**src/rtl/bf16_unpack_norm.sv**
```systemverilog
// bfloat16 unpack/classify stage: valid/ready in, normalized significand + signed exponent out.
// Optional macro BF16_SUBNORM_EN enables iterative subnormal normalization (otherwise subnormals flush to ZERO).
//
// state  | meaning
// IDLE   | ready for a new word (in_ready = 1)
// NORM   | shifting a subnormal significand left one bit per cycle
// HOLD   | result presented (out_valid = 1) until out_ready
module bf16_unpack_norm #(
  parameter int BIAS  = 127,
  parameter int EXP_W = 9
) (
  input  logic             clk,
  input  logic             rst,
  input  logic             in_valid,
  output logic             in_ready,
  input  logic [15:0]      in_data,
  output logic             out_valid,
  input  logic             out_ready,
  output logic [7:0]       out_mant,
  output logic [EXP_W-1:0] out_exp,
  output logic [2:0]       out_class
);

  typedef enum logic [1:0] {S_IDLE, S_NORM, S_HOLD} state_t;

  localparam logic [2:0] C_NORMAL = 3'd0;
  localparam logic [2:0] C_ZERO   = 3'd1;
  localparam logic [2:0] C_INF    = 3'd2;
  localparam logic [2:0] C_NAN    = 3'd3;
  localparam logic [2:0] C_NEG    = 3'd4;

  localparam logic [EXP_W-1:0] BIAS_E = EXP_W'(BIAS);
  localparam logic [EXP_W-1:0] ONE_E  = EXP_W'(1);

  state_t           r_state;
  state_t           w_state_nxt;
  logic [7:0]       r_mant;
  logic [EXP_W-1:0] r_exp;
  logic [2:0]       r_class;

  logic             w_sign;
  logic [7:0]       w_exp_f;
  logic [6:0]       w_frac;
  logic [2:0]       w_class;
  logic [7:0]       w_mant;
  logic [EXP_W-1:0] w_exp;
`ifdef BF16_SUBNORM_EN
  logic             w_to_norm;
`endif

  assign w_sign  = in_data[15];
  assign w_exp_f = in_data[14:7];
  assign w_frac  = in_data[6:0];

  // Classification priority: NaN, zero (incl. -0), negative, inf, subnormal, normal.
  always_comb begin
    w_class = C_NORMAL;
    w_mant  = {1'b1, w_frac};
    w_exp   = EXP_W'({1'b0, w_exp_f}) - BIAS_E;
`ifdef BF16_SUBNORM_EN
    w_to_norm = 1'b0;
`endif
    if (w_exp_f == 8'hFF && w_frac != 7'd0) begin
      w_class = C_NAN;
      w_mant  = 8'h00;
      w_exp   = '0;
    end else if (w_exp_f == 8'h00 && w_frac == 7'd0) begin
      w_class = C_ZERO;
      w_mant  = 8'h00;
      w_exp   = '0;
    end else if (w_sign) begin
      w_class = C_NEG;
      w_mant  = 8'h00;
      w_exp   = '0;
    end else if (w_exp_f == 8'hFF) begin
      w_class = C_INF;
      w_mant  = 8'h00;
      w_exp   = '0;
    end else if (w_exp_f == 8'h00) begin
`ifdef BF16_SUBNORM_EN
      w_class   = C_NORMAL;
      w_mant    = {1'b0, w_frac};
      w_exp     = ONE_E - BIAS_E;
      w_to_norm = 1'b1;
`else
      w_class = C_ZERO;
      w_mant  = 8'h00;
      w_exp   = '0;
`endif
    end
  end

  always_ff @(posedge clk or posedge rst) begin
    if (rst) r_state <= S_IDLE;
    else     r_state <= w_state_nxt;
  end

  always_comb begin
    w_state_nxt = r_state;
    case (r_state)
      S_IDLE: begin
        if (in_valid) begin
`ifdef BF16_SUBNORM_EN
          w_state_nxt = w_to_norm ? S_NORM : S_HOLD;
`else
          w_state_nxt = S_HOLD;
`endif
        end
      end
      S_NORM: begin
`ifdef BF16_SUBNORM_EN
        // bit 6 becomes bit 7 on this shift, so leave now
        if (r_mant[6]) w_state_nxt = S_HOLD;
`else
        w_state_nxt = S_IDLE;
`endif
      end
      S_HOLD: begin
        if (out_ready) w_state_nxt = S_IDLE;
      end
      default: w_state_nxt = S_IDLE;
    endcase
  end

  always_ff @(posedge clk or posedge rst) begin
    if (rst) begin
      r_mant  <= 8'h00;
      r_exp   <= '0;
      r_class <= C_NORMAL;
    end else begin
      case (r_state)
        S_IDLE: begin
          if (in_valid) begin
            r_mant  <= w_mant;
            r_exp   <= w_exp;
            r_class <= w_class;
          end
        end
`ifdef BF16_SUBNORM_EN
        S_NORM: begin
          r_mant <= r_mant << 1;
          r_exp  <= r_exp - ONE_E;
        end
`endif
        default: ;
      endcase
    end
  end

  assign in_ready  = (r_state == S_IDLE);
  assign out_valid = (r_state == S_HOLD);
  assign out_mant  = r_mant;
  assign out_exp   = r_exp;
  assign out_class = r_class;

endmodule

```
**config.mk**
```make
export PLATFORM = sky130hd
export DESIGN_NAME = bf16_unpack_norm
export DESIGN_NICKNAME = d
export VERILOG_FILES = /design/src/rtl/bf16_unpack_norm.sv
export SDC_FILE = /design/constraint.sdc
export NUM_CORES = 1
export LEC_CHECK = 0
export ABC_AREA = 1
export CAP_MARGIN = 25
export CELL_PAD_IN_SITES_DETAIL_PLACEMENT = 1
export CELL_PAD_IN_SITES_GLOBAL_PLACEMENT = 2
export CORE_ASPECT_RATIO = 2
export CORE_MARGIN = 5
export CORE_UTILIZATION = 22
export DETAILED_ROUTE_END_ITERATION = 12
export GPL_ROUTABILITY_DRIVEN = 0
export PLACE_DENSITY = 0.78
export SLEW_MARGIN = 20
export SYNTH_ARGS = -nofsm -noshare
export SYNTH_HDL_FRONTEND = slang
export SYNTH_SLANG_ARGS = --single-unit
export TNS_END_PERCENT = 50
```
**constraint.sdc**
```tcl
create_clock -name clk -period 1.1 [get_ports clk]
set_input_delay 0.22 -clock clk [delete_from_list [all_inputs] [get_ports clk]]
set_output_delay 0.22 -clock clk [all_outputs]
set_load 0.01 [all_outputs]
```
==> metrics.txt, run 1 <==
total die area=6980 µm²; xor/xnor cell area share of the yosys netlist=under 10%; clk buf depth=2; DIE HEIGHT=around 110 µm; Starting Density=22.6%; chip width=~60 µm; ys async rst share=between 90% and 100%; reg2reg path depth=5; required time of the worst setup path=approximately 1.3 ns; dpl hpwl=slightly below 3000 µm; max cap viols=0; post-synthesis adder-cell area fraction=between 2 and 2.5%; mux cell area share after synthesis=0%; period utilization=108%; Max H-tree Level=1; synthesized area=between 1000 and 1500 µm²; LEAKAGE=1.05 nW; total iterations of the first detailed-routing run=4; Cell Pwr Density=between 1000 and 1500 nW/µm²; vias in the first global route=approximately 1,300; synthesis-stage register bit count=21; failing checks=negative setup slack; Core ar.=5180 µm²; final setup vio count=21; P&R area growth vs syn=61.1%; reg2reg start=r_state[1]; Reg2Reg Setup Slack=-0.09 ns; Hold Vio Cnt, Final=0; largest family of logic cells by synthesized area=simple AND/OR/NAND/NOR gates; I/O pins=between 40 and 50; Max Clk Rate=0.841 GHz; CP Data Arrival Time=about 1.4 ns; element type at the critical path start=register; Rows=37; global-route usage over all layers=about 12%; fraction of layout cells with a size suffix above 1=between 30% and 40%; top cells by count, synth=nand2_1 (44), inv_1 (26), dfrtp_1 (21); n_diodes=0; CTS tree=done; fin util=between 30% and 40%; status=finished, violations left; actual slew at the worst max-slew pin=roughly 0.21 ns; post-synthesis compound-gate area fraction=11.0%; Post-DRT Antenna Nets=0; post-place setup slack=-0.683 ns; cts hold-fix bufs=0; CTS buffer count=3; routed via count=1,164; Slew HR=~86%; largest area contributor in the netlist=dfrtp_1; RSZ-0062 raised after global routing=true; final slew viol count=0; Clk Latency, worst-skew pair=0.27 ns; detailed router's first-iteration violation count=32; count of buffers from port buffering=41; CTS clk-pin slew, worst paths=approximately 0.090 ns; nets=242; total power=roughly 2.2 mW; CTS root buf=clkbuf_8; post-synth top area share=44.8%; EDFF count, synth=0; clock sinks=21; CP Class=register to register; ys flop type=dfrtp_1; Max rail drop VDD=616 µV; worst r2r dst=out_mant[2]; count leader, synth=nand2_1; DR WL/cell=13.4 µm; synth warn=0; Total Routed Length=about 3700 µm; CP Capture Type=register; worst-path fanout max=7; Netlist cell types=20; # DRC=0; post-synthesis simple-gate area fraction=approximately 28%; worst setup margin=-0.0886 ns; syn_nets=172; global-route wire length before repair=just under 6000 µm; grt ovf=0; cell count after synthesis=150; TNS Setup=-1.20 ns; average cell area after synthesis=a little under 8 µm²; skew final=around 0.0081 ns; largest net degree at the start of global routing=22; vias per cell=roughly 4.2; Final min period=approximately 1.2 ns; Hold Crit Class=input pin to asynchronous set/reset pin; Seq/Total Area, Yosys=44.8%; synth top area cells=dfrtp_1 (45%), nand2_1 (14%), inv_1 (8.3%), o21ai_2 (6.7%), nor2_1 (4.2%); initial antenna violation count=0
## layout by cell type (no fill, tap or decap), types with 2 or more instances in the layout
cell type and count:
dfrtp_1 21, buf_12 3, nand2_4 2, nor2_4 2, buf_4 22, o21ai_0 2, inv_2 3, nand3_1 8
dlygate4sd2_1 7, o21ai_1 2, nor2_1 10, inv_1 25, clkbuf_8 3, nand2_1 44, buf_2 21, xor2_1 3
nor2_2 3, clkdlybuf4s50_1 11, o21ai_2 14, nand2_2 2, ha_4 2
## stage by stage
| stage | hold slack, ns | cell area, µm² | instances |
|---|---|---|---|
| final | 0.258 | 1890 | 277 |
| after global routing | 0.287 | 1890 | 277 |
| after CTS | 0.262 | 1870 | 277 |
| after detailed placement | 0.472 | 1850 | 269 |
| after global placement | 0.464 | 1850 | 269 |
| after floorplan | 0.197 | 1180 | 150 |
## final cells by class
class,instances,area (µm²)
clock buffer,3,41.3
clock inverter,1,7.51
fill,652,3290
inverter,28,105
multi-input combinational,98,579
sequential,21,526
tap,58,72.6
timing repair buffer,68,559
## metal layers
layer | vias to the layer above | share of wire, % | wire (µm) | global-route usage (%)
met4 | 0 | 2.8 | 104 | 6.80
met1 | 541 | 32 | 1190 | 11.3
met3 | 5 | 4.5 | 168 | 0.799
li1 | 592 | - | - | -
met5 | - | 0 | 0 | 0
met2 | 26 | 60 | 2250 | 21.9
## cell families (layout without fill, tap and decap cells)
| kind of cell | after synthesis | in the layout |
|---|---|---|
| and+or+nand+nor | 73 | 73 |
| buffers and inverters | 31 | 100 |
| DFF | 21 | 21 |
| AOI/OAI and AO/OA | 19 | 19 |
| xor gates and xnor gates | 4 | 4 |
| adders and majority gates | 2 | 2 |
## worst max-delay path: stages (launching register included)
cell and delay (ns):
dfrtp_1 0.40, buf_6 0.13, nor2_4 0.12, nand4_4 0.16, clkbuf_16 0.20, o21ai_2 0.11
## state kept, by name, indices dropped and copies added (netlist names)
name	cells
out_exp	9
r_state	1
out_class	3
out_mant	8
## power breakdown
group,switching [mW],total [mW],internal (mW)
clock,0.285,0.542,0.257
sequential,0.0649,0.953,0.888
combinational,0.365,0.710,0.345
total,0.715,2.20,1.49
## timing repair
action / 4_1_cts / 5_1_grt
resized for setup: 111 / 8
setup buffers: 3 / 0
pin swaps: 5 / 3
gates cloned: 1 / 0
endpoints found under the setup margin: 42 / 23
## worst max-delay path by stage
stage	end	startpoint	slack (ns)	depth (start not counted)
floorplan	out_exp[4]	r_state[1]	0.01	5
global placement	out_mant[0]	in_data[7]	-0.62	9
detailed placement	out_mant[1]	in_data[7]	-0.68	9
CTS	out_mant[1]	r_state[1]	-0.12	5
global route	out_mant[2]	r_state[1]	-0.16	5
finish	out_mant[2]	r_state[1]	-0.09	5
(Power assumes the default switching activity.)
==> run 2: changes to the inputs <==
--- a/config.mk
+++ b/config.mk
@@ -6,15 +6,16 @@
 export NUM_CORES = 1
 export LEC_CHECK = 0
 export ABC_AREA = 1
+export ABC_CLOCK_PERIOD_IN_PS = 1200
 export CAP_MARGIN = 25
 export CELL_PAD_IN_SITES_DETAIL_PLACEMENT = 1
 export CELL_PAD_IN_SITES_GLOBAL_PLACEMENT = 2
 export CORE_ASPECT_RATIO = 2
 export CORE_MARGIN = 5
-export CORE_UTILIZATION = 22
+export CORE_UTILIZATION = 24
 export DETAILED_ROUTE_END_ITERATION = 12
 export GPL_ROUTABILITY_DRIVEN = 0
-export PLACE_DENSITY = 0.78
+export PLACE_DENSITY = 0.8
 export SLEW_MARGIN = 20
 export SYNTH_ARGS = -nofsm -noshare
 export SYNTH_HDL_FRONTEND = slang
==> constraint.sdc (replaced) <==
create_clock -name clk -period 1.2 [get_ports clk]
set_input_delay 0.24 -clock clk [delete_from_list [all_inputs] [get_ports clk]]
set_output_delay 0.24 -clock clk [all_outputs]
set_load 0.01 [all_outputs]
==> run 2 against run 1 <==
- the flow still finishes with violations (negative setup slack)
- sequential power fell by 3.5%
- first-iteration DRC count fell by 59%
- critical path type unchanged
- fmax fell by 5.4%
- largest cell class is now buffers
- clock-buffer cell count did not move
- worst setup slack improved by 0.032 ns
==> metrics.txt, run 2 (same netlist as run 1, synthesis figures left out) <==
status=finished, violations left; failing checks=negative setup slack; TNS Setup=-0.735 ns; Max rail drop VDD=between 500 and 600 µV; grt ovf=0; LEAKAGE=1.13 nW; Hold Crit Class=input pin to register; Total Routed Length=3820 µm; I/O pins=42; total die area=between 6000 and 7000 µm²; total iterations of the first detailed-routing run=4; DIE HEIGHT=around 110 µm; Core ar.=between 4000 and 5000 µm²; element type at the critical path start=register; # DRC=0; count of buffers from port buffering=slightly above 40; reg2reg path depth=7; detailed router's first-iteration violation count=13; initial antenna violation count=0; vias per cell=4.35; area occupied by registers=between 500 and 600 µm²; n_diodes=0; clk buf depth=2; CP Data Arrival Time=approximately 1.4 ns; fraction of layout cells with a size suffix above 1=approximately two fifths; Fin Hold WS=roughly 0.28 ns; DR WL/cell=13.7 µm; most common cell after layout, fill and taps aside=nand2_1; P&R area growth vs syn=83.7%; fin util=between 40 and 50%; footprint of the multi-input gates=~660 µm²; Max H-tree Level=1; # fillers=around 580; Max Clk Rate=between 0.7 and 0.8 GHz; clock sinks=21; routed via count=between 1,000 and 1,500; required time of the worst setup path=about 1.4 ns; RSZ-0062 raised after global routing=true; Clk Latency, worst-skew pair=approximately 0.26 ns; CTS root buf=clkbuf_8; Placed Cells=between 200 and 300; worst hold stages=3; CP Capture Type=register; Rows=36; Cell Pwr Density=between 1000 and 1500 nW/µm²; Final min period=around 1.3 ns; period utilization=105%; skew final=0.00392 ns; nets=about 250; worst setup margin=-0.0563 ns; Starting Density=24.4%; actual slew at the worst max-slew pin=~0.20 ns; CTS clk-pin slew, worst paths=approximately 0.08 ns; chip width=59.4 µm; Post-DRT Antenna Nets=0; global-route usage over all layers=between 10% and 20%; dpl hpwl=around 2800 µm; max cap viols=0; most frequent cells in the layout=nand2_1 (25), inv_1 (23), dfrtp_1 (21); number of flip-flops in the largest register=9; vias in the first global route=1,295; final slew viol count=0; worst-path fanout max=5; CTS buffer count=3; CTS tree=done; largest net degree at the start of global routing=22; total power=roughly 2.3 mW; final setup vio count=20; Hold Vio Cnt, Final=0; fin cells=approximately 280; CP Class=register to register; Slew HR=between 80 and 90%; global-route wire length before repair=6020 µm
==> run 2: path summary, 6_finish.rpt <==
path                             start     endpoint  slack, ns
setup / recovery            r_state[1]  out_mant[4]      -0.06
min in group asynchronous          rst  out_mant[3]       0.29
hold / removal              in_data[7]   out_exp[0]       0.28
setup reg to reg            r_state[1]  out_mant[4]      -0.06
hold reg to reg            out_mant[2]  out_mant[2]       0.49
max in group asynchronous          rst  out_mant[6]       0.77
==> run 2: what timing repair did <==
| action | 4_1_cts | 5_1_grt |
|---|---|---|
| resized for setup | 85 | 42 |
| buffers inserted | 5 | 0 |
| hold buffers | 0 | 0 |
| pin swaps | 8 | 4 |
| endpoints found under the setup margin | 42 | 41 |
| gates cloned | 4 | 0 |
==> run 2: power by group <==
part / total, mW / internal (mW) / switching, mW
Combinational: 0.857 / 0.473 / 0.384
Clock: 0.483 / 0.235 / 0.248
Sequential: 0.920 / 0.814 / 0.106
Total: 2.26 / 1.52 / 0.738
==> run 2: layer usage <==
metal / share of wire [%] / global-route usage (%) / vias to the layer above / routed length (µm)
met5: 0 / 0 / - / 0
met4: 3.2 / 5.67 / 0 / 122
met3: 3.5 / 0.829 / 9 / 133
met2: 62 / 25.8 / 27 / 2370
met1: 31 / 11.3 / 575 / 1190
li1: - / - / 602 / -
==> run 2: critical path, cell delays in order (launching register included) <==
cell,delay [ns]
dfrtp_1,0.42
nor2_4,0.13
buf_6,0.12
clkinvlp_4,0.08
buf_12,0.15
buf_16,0.15
nand2_4,0.05
o21ai_2,0.05
==> run 2: cell type report <==
class                           instances  area share (%)
Clock buffer                            3            1.92
Clock inverter                          1           0.348
Multi-Input combinational cell         98            30.4
Tap cell                               57            3.31
Inverter                               28            5.17
Timing Repair Buffer                   71            34.5
Sequential cell                        21            24.4
==> run 2: per-stage QoR <==
step           setup WS [ns]  instance area (µm²)
2_1_floorplan         0.0520                 1170
4_1_cts              -0.0405                 2090
5_1_grt               -0.108                 2160
6_report             -0.0563                 2160
3_5_place_dp          -0.647                 1820
3_3_place_gp          -0.637                 1820
==> run 3: changes to the inputs <==
==> constraint.sdc (replaced) <==
create_clock -name clk -period 1.2 [get_ports clk]
set_input_delay 0.12 -clock clk [delete_from_list [all_inputs] [get_ports clk]]
set_output_delay 0.12 -clock clk [all_outputs]
set_load 0.01 [all_outputs]
==> run 3 against run 2 <==
- the run still ends with negative setup slack left
- final cell count did not move
- worst setup slack improved by 0.053 ns
- register-to-register slack gained 0.05 ns
- highest routed layer unchanged
==> metrics.txt, run 3 (same netlist as run 1, synthesis figures left out) <==
dpl hpwl=~2900 µm; CTS buffer count=3; Slew HR=around four fifths; CTS tree=done; DR WL/cell=~13 µm; Hold Vio Cnt, Final=0; Post-DRT Antenna Nets=0; failing checks=negative setup slack; fraction of layout cells with a size suffix above 1=a little over a third; element type at the critical path start=register; n_diodes=0; status=finished, violations left; CTS clk-pin slew, worst paths=0.08 ns; Total Routed Length=3690 µm; Max H-tree Level=1; Clk Latency, worst-skew pair=roughly 0.27 ns; DIE HEIGHT=between 100 and 150 µm; total iterations of the first detailed-routing run=4; Core ar.=between 4000 and 5000 µm²; most frequent cells in the layout=nand2_1 (28), inv_1 (25), dlygate4sd2_1 (23); largest net degree at the start of global routing=22; initial antenna violation count=0; actual slew at the worst max-slew pin=between 0.2 and 0.3 ns; required time of the worst setup path=between 1 and 1.5 ns; nets=about 250; P&R area growth vs syn=74.6%; Rows=36; vias in the first global route=1,240; LEAKAGE=around 1.1 nW; global-route wire length before repair=about 5800 µm; final setup vio count=1; Final min period=1.20 ns; # DRC=0; routed via count=1,185; clk buf depth=2; period utilization=100%; I/O pins=42; Max rail drop VDD=546 µV; cts hold-fix bufs=0; grt ovf=0; detailed router's first-iteration violation count=18; max cap viols=0; Cell Pwr Density=between 1000 and 1500 nW/µm²; RSZ-0062 raised after global routing=true; clock sinks=21; Fin Hold WS=roughly 0.17 ns; Starting Density=between 20% and 30%; most common cell after layout, fill and taps aside=nand2_1; Max Clk Rate=between 0.8 and 0.9 GHz; CTS root buf=clkbuf_8; number of flip-flops in the largest register=9; count of buffers from port buffering=41; CP Data Arrival Time=1.36 ns; global-route usage over all layers=between 10% and 20%; vias per cell=4.25; worst setup margin=-0.00336 ns; CP Class=register to register; total die area=about 6500 µm²; skew final=approximately 0.0071 ns; cell area after layout=~2000 µm²; worst-path fanout max=5; Hold Crit Class=input pin to asynchronous set/reset pin; DP Area=around 1800 µm²; CP Capture Type=register; final slew viol count=0; chip width=~59 µm
run 3: path summary, 6_finish.rpt:
path	cells past startpoint	slack (ns)	end	startpoint
setup / recovery	7	-0.003	out_exp[4]	r_state[1]
hold / removal	3	0.17	out_exp[1]	rst
setup reg to reg	7	-0.003	out_exp[4]	r_state[1]
hold reg to reg	2	0.47	out_class[0]	out_class[0]
max in group asynchronous	3	0.80	out_class[2]	rst
min in group clk	4	0.23	out_exp[7]	in_data[14]
run 3: power breakdown:
part	switching [mW]	internal (mW)	total (mW)
sequential	0.0812	0.814	0.895
clock	0.242	0.235	0.477
combinational	0.354	0.399	0.753
total	0.678	1.45	2.13
run 3: repair_timing:
action                                  4_1_cts  5_1_grt
buffers inserted                              4        0
gates resized for setup                      43       33
cloned                                        1        2
pin swaps                                     2        2
hold endpoints to repair                      0        0
endpoints found under the setup margin       42       21
run 3: worst max-delay path, stage by stage, from the launching register on:
cell and delay (ns):
dfrtp_1 0.39, buf_6 0.12, nor2_4 0.15, buf_6 0.14, inv_6 0.04, clkbuf_16 0.14, nand2_1 0.06, o21ai_2 0.05
run 3: stage by stage:
step / setup slack, ns / instances / TNS (ns) / utilization [%] / power (mW)
final: -0.00336 / 279 / -0.00336 / 42.5 / 2.13
after global routing: -0.0438 / 279 / -0.459 / 42.5 / 2.26
after CTS: -0.00922 / 277 / -0.00922 / 40.2 / 2.07
after detailed placement: -0.552 / 268 / -9.47 / 37.8 / 1.61
after global placement: -0.516 / 268 / -8.94 / 37.8 / 1.59
after floorplan: 0.0520 / 150 / 0 / - / 1.16
run 3: area by class of cell:
type / instances / area [µm²]
fill: 588 / 2770
timing repair buffer: 71 / 686
multi-input combinational: 98 / 608
sequential: 21 / 526
inverter: 28 / 110
tap: 57 / 71.3
clock buffer: 3 / 41.3
clock inverter: 1 / 7.51
run 3: layer usage:
metal,up-vias,track usage [%],part of all wire [%]
li1,600,-,-
met1,555,11.3,31
met2,25,24.6,63
met3,5,0.711,3.7
met4,0,4.86,1.9
met5,-,0,0
